File: src/rtl/hazard_unit.sv
// Pipeline hazard control: load-use/RAW stall detection, branch redirect flush,
// EX operand forwarding selects and saturating stall/flush performance counters.
module hazard_unit #(
  parameter int unsigned FORWARDING = 1,
  parameter int unsigned CNT_W      = 32
) (
  input  logic             clk,
  input  logic             rst,
  input  logic [4:0]       rs1_id,
  input  logic [4:0]       rs2_id,
  input  logic             rs1_used_id,
  input  logic             rs2_used_id,
  input  logic [4:0]       rs1_ex,
  input  logic [4:0]       rs2_ex,
  input  logic [4:0]       rd_ex,
  input  logic             reg_write_ex,
  input  logic             load_ex,
  input  logic [4:0]       rd_mem,
  input  logic             reg_write_mem,
  input  logic [4:0]       rd_wb,
  input  logic             reg_write_wb,
  input  logic             redirect_ex,
  output logic             stall_pc,
  output logic             stall_if_id,
  output logic             bubble_id_ex,
  output logic             flush_if_id,
  output logic [1:0]       fwd_a_sel,
  output logic [1:0]       fwd_b_sel,
  output logic [CNT_W-1:0] stall_cnt,
  output logic [CNT_W-1:0] flush_cnt
);

  typedef enum logic [1:0] {
    RUN    = 2'd0,
    STALL  = 2'd1,
    SHADOW = 2'd2
  } state_t;

  localparam logic [1:0]       SEL_RF  = 2'd0;
  localparam logic [1:0]       SEL_MEM = 2'd1;
  localparam logic [1:0]       SEL_WB  = 2'd2;
  localparam logic [CNT_W-1:0] CNT_MAX = '1;
  localparam logic [CNT_W-1:0] CNT_ONE = {{(CNT_W-1){1'b0}}, 1'b1};

  state_t state;

  logic id_match_ex;
  logic id_match_mem;
  logic load_use;
  logic raw_hazard;
  logic hazard;
  logic redirect_eff;

  // x0 is hard-wired to zero, so it never carries a dependency.
  function automatic logic src_match(input logic [4:0] src, input logic used,
                                     input logic [4:0] dst, input logic we);
    return used && we && (src == dst) && (src != 5'd0);
  endfunction

  always_comb begin
    id_match_ex  = src_match(rs1_id, rs1_used_id, rd_ex, reg_write_ex) ||
                   src_match(rs2_id, rs2_used_id, rd_ex, reg_write_ex);
    id_match_mem = src_match(rs1_id, rs1_used_id, rd_mem, reg_write_mem) ||
                   src_match(rs2_id, rs2_used_id, rd_mem, reg_write_mem);
    load_use     = load_ex && id_match_ex;
    raw_hazard   = id_match_ex || id_match_mem;
    hazard       = (FORWARDING != 0) ? load_use : raw_hazard;
    redirect_eff = redirect_ex && (state != SHADOW);
  end

  // A redirect squashes the would-be stalled instruction, so it wins over any hazard.
  always_comb begin
    stall_pc     = 1'b0;
    stall_if_id  = 1'b0;
    bubble_id_ex = 1'b0;
    flush_if_id  = 1'b0;
    fwd_a_sel    = SEL_RF;
    fwd_b_sel    = SEL_RF;
    if (!rst) begin
      if (redirect_eff) begin
        flush_if_id  = 1'b1;
        bubble_id_ex = 1'b1;
      end else if (hazard) begin
        stall_pc     = 1'b1;
        stall_if_id  = 1'b1;
        bubble_id_ex = 1'b1;
      end
      if (FORWARDING != 0) begin
        if (src_match(rs1_ex, 1'b1, rd_mem, reg_write_mem))
          fwd_a_sel = SEL_MEM;
        else if (src_match(rs1_ex, 1'b1, rd_wb, reg_write_wb))
          fwd_a_sel = SEL_WB;
        if (src_match(rs2_ex, 1'b1, rd_mem, reg_write_mem))
          fwd_b_sel = SEL_MEM;
        else if (src_match(rs2_ex, 1'b1, rd_wb, reg_write_wb))
          fwd_b_sel = SEL_WB;
      end
    end
  end

  always_ff @(posedge clk) begin
    if (rst) begin
      state     <= RUN;
      stall_cnt <= '0;
      flush_cnt <= '0;
    end else begin
      if (redirect_eff) begin
        state <= SHADOW;
      end else begin
        case (state)
          RUN:     state <= hazard ? STALL : RUN;
          STALL:   state <= hazard ? STALL : RUN;
          SHADOW:  state <= RUN;
          default: state <= RUN;
        endcase
      end
      if (stall_pc && (stall_cnt != CNT_MAX))
        stall_cnt <= stall_cnt + CNT_ONE;
      if (flush_if_id && (flush_cnt != CNT_MAX))
        flush_cnt <= flush_cnt + CNT_ONE;
    end
  end

endmodule

File: config.mk
export PLATFORM = sky130hd
export DESIGN_NAME = hazard_unit
export DESIGN_NICKNAME = d
export VERILOG_FILES = /design/src/rtl/hazard_unit.sv
export SDC_FILE = /design/constraint.sdc
export NUM_CORES = 1
export LEC_CHECK = 0
export ABC_AREA = 1
export BUFFER_PORTS_ARGS = -buffer_cell sky130_fd_sc_hd__buf_2
export CAP_MARGIN = 20
export CORE_UTILIZATION = 44
export CTS_BUF_LIST = sky130_fd_sc_hd__clkbuf_8
export DETAILED_ROUTE_END_ITERATION = 12
export GPL_ROUTABILITY_DRIVEN = 1
export GPL_TIMING_DRIVEN = 0
export MAX_ROUTING_LAYER = met4
export PLACE_DENSITY = 0.71
export SLEW_MARGIN = 10
export SYNTH_ARGS = -nofsm -noshare
export SYNTH_HDL_FRONTEND = slang
export SYNTH_SLANG_ARGS = --single-unit
export TNS_END_PERCENT = 1
File: constraint.sdc
create_clock -name clk -period 2.7 [get_ports clk]
set_clock_uncertainty 0.2 [all_clocks]
set_input_delay 0.27 -clock clk [delete_from_list [all_inputs] [get_ports clk]]
set_output_delay 0.27 -clock clk [all_outputs]
set_load 0.02 [all_outputs]
==> results.json <==
{
  "fin_crit_ps": 2330,
  "grt_max_degree": 12,
  "ys_types": 43,
  "path_clk_slew_ps": 80,
  "seqCellArea_sq_mm": 0.00132,
  "clock_sinks": 66,
  "status": "completed",
  "required_ps": 2740,
  "cts_resized": 0,
  "crit_chain": "ha_1 -> nand2_1 -> nor3_2 -> and2_1 -> inv_1 -> nor2_1 -> nand3_1 -> o21ai_0 -> a21oi_1",
  "worst-slew-pin-transition_ps": 603,
  "post_cts_buffers": 0,
  "io_pins": 116,
  "drc": 0,
  "startpoint_type": "flop",
  "vdd_drop_max_uv": 248,
  "worstHoldPathType": "input pin to flop",
  "fin_tns_setup_ps": 0,
  "slew_viol_final": 0,
  "fp.dieW_um": 101,
  "ys_seq_elements": 66,
  "post-route-period-util": 0.862,
  "grt_usage": 0.246,
  "synthFlopType": "dfxtp_1",
  "syn2layout_area_growth_pct": 21.5,
  "hold_buffers": 0,
  "dieArea_sq_mm": 0.0102,
  "drt_iter0_drc": 257,
  "place_area_sq_mm": 0.00505,
  "p_leak_nw": 2.30,
  "root_buffer": "clkbuf_8",
  "relSlewSlack": 0.598,
  "n_fill_cell": 979,
  "grt_pass1_wl_um": 19600,
  "routabilityCongestion": 0.902,
  "diodes": 0,
  "cts_tree": "done",
  "ant_nets": 0,
  "slowest_stage": "dfxtp_1",
  "finalHoldViolCount": 0,
  "grt_pass1_vias": 4315,
  "power.total_mw": 2.01,
  "syn-instance-count": 700,
  "cp_top_family": "simple AND/OR/NAND/NOR gates",
  "netlist_area_sq_mm": 0.00432,
  "setup_violations": 0,
  "clockBufferDepth": 2,
  "h-tree-depth": 3,
  "crit_buf_inv": 1,
  "die_h_um": 101,
  "criticalPathCategory": "flop to flop",
  "async_reset_ff_frac": 0,
  "port_buffers": 114,
  "max_freq_ghz": 0.430,
  "syn_avg_cell_area_sq_um": 6.16,
  "clock_latency_ps": 340,
  "place.detailed.hpwl_um": 9190,
  "p_per_area_mw_per_mm2": 383,
  "numCtsBuffers": 9,
  "grt_overflow": 0,
  "avgViaCountPerCell": 5.01,
  "synth_edf_count": 0,
  "slowest_delay_ps": 430,
  "drive_above_1_share": 0.206,
  "antenna_found_initial": 0,
  "wl_per_cell_um": 12.3,
  "rows": 35,
  "routed_wl_um": 11800,
  "cp_max_fo": 4,
  "start_util": 0.460,
  "fin_area_sq_mm": 0.00524,
  "ys_seq_area_frac": 0.306,
  "grt_setup_unrepaired": "no",
  "ys_warn_count": 0,
  "syn-num-nets": 746,
  "drt_first_pass_iters": 5,
  "vias": 4801,
  "core_sq_mm": 0.00937,
  "fin_nets": 871,
  "max_cap_viol_count": 0,
  "endpoint_kind": "flop",
  "critPathArrivalTime_ps": 2360,
  "multi_input_area_sq_mm": 0.00258
}
## flip-flops by register name, indices dropped and copies added, names as in the netlist
name	count
flush_cnt	32
stall_cnt	32
state	2
## routing by layer
layer / part of all wire / track usage / up-vias
li1: - / - / 2481
met1: 0.48 / 0.316 / 2172
met2: 0.46 / 0.401 / 132
met3: 0.045 / 0.0298 / 16
met4: 0.013 / 0.0803 / 0
met5: 0 / - / -
## Yosys cell counts (5+ instances only)
cell type / instances / area, sq um
a21oi_1: 44 / 220
clkbuf_1: 6 / 22.5
dfxtp_1: 66 / 1320
inv_1: 84 / 315
nand2_1: 192 / 721
nand2_2: 5 / 31.3
nand3_1: 43 / 215
nand3_2: 6 / 60.1
nand4_1: 14 / 87.6
nor2_1: 122 / 458
nor2_2: 9 / 56.3
nor3_1: 21 / 105
nor4_1: 5 / 31.3
o21ai_0: 16 / 80.1
xnor2_1: 8 / 70.1
xor2_1: 16 / 140
## cells by family after synthesis
family                   synth area share
AO/OA/AOI/OAI                      0.0939
XOR/XNOR                           0.0487
adder cells (fa/ha/maj)           0.00580
buffers and inverters              0.0968
flip-flops                          0.306
AND/OR/NAND/NOR                     0.449
## layout make-up
class | count | area share
Tap cell | 129 | 0.0308
Multi-Input combinational cell | 533 | 0.491
Sequential cell | 66 | 0.252
Buffer | 14 | 0.0174
Clock buffer | 10 | 0.0263
Inverter | 87 | 0.0623
Timing Repair Buffer | 114 | 0.109
Clock inverter | 6 | 0.0110
## cell usage in the layout (no fill, tap or decap), types with 2 or more instances in the layout
cell	Yosys	routed
ha_1	2	2
inv_2	2	2
clkbuf_8	0	10
nor2_1	122	122
nand2_2	5	5
nor2_4	3	3
nand3_1	43	43
nand3_2	6	6
nand4_1	14	14
o21ai_1	3	3
o22ai_1	2	2
nor4_1	5	5
xnor2_1	8	8
xor2_1	16	16
inv_1	84	85
nand2_1	192	192
buf_4	2	2
dfxtp_1	66	66
nor3_2	4	4
clkinv_2	0	3
nor2_2	9	9
a21oi_1	44	44
nor3_1	21	21
clkbuf_1	6	6
buf_2	1	115
o21ai_0	16	16
and3_1	3	3
buf_6	4	4
## worst reg2reg max path, cell delays in order, from the launching register on
cell and delay, ps:
dfxtp_1 430, ha_1 250, nand2_1 100, nor3_2 320, and2_1 260, inv_1 70
nor2_1 190, nand3_1 150, o21ai_0 210, a21oi_1 60
## metrics by stage
step                cells  setup WS [ps]   util  hold slack (ps)
detailed placement    943            433  0.539              204
global route          959            200  0.559             34.6
finish                959            374  0.559             20.7
global placement      943            481  0.539              198
CTS                   959            415  0.559             8.02
floorplan             700            634      -              193
## path summary, 6_finish.rpt
path	slack, ps	cells after the start	to	from
setup / recovery	370	9	flush_cnt[16]	flush_cnt[0]
hold / removal	20	3	state[1]	redirect_ex
setup reg to reg	370	9	flush_cnt[16]	flush_cnt[0]
hold reg to reg	220	1	state[0]	state[1]
## where the power goes
part | internal (mW) | leakage [nW] | switching, mW
Clock | 0.446 | 0.107 | 0.394
Sequential | 0.976 | 0.532 | 0.00419
Combinational | 0.0735 | 1.66 | 0.116
Power figures use the tool's default switching activity.
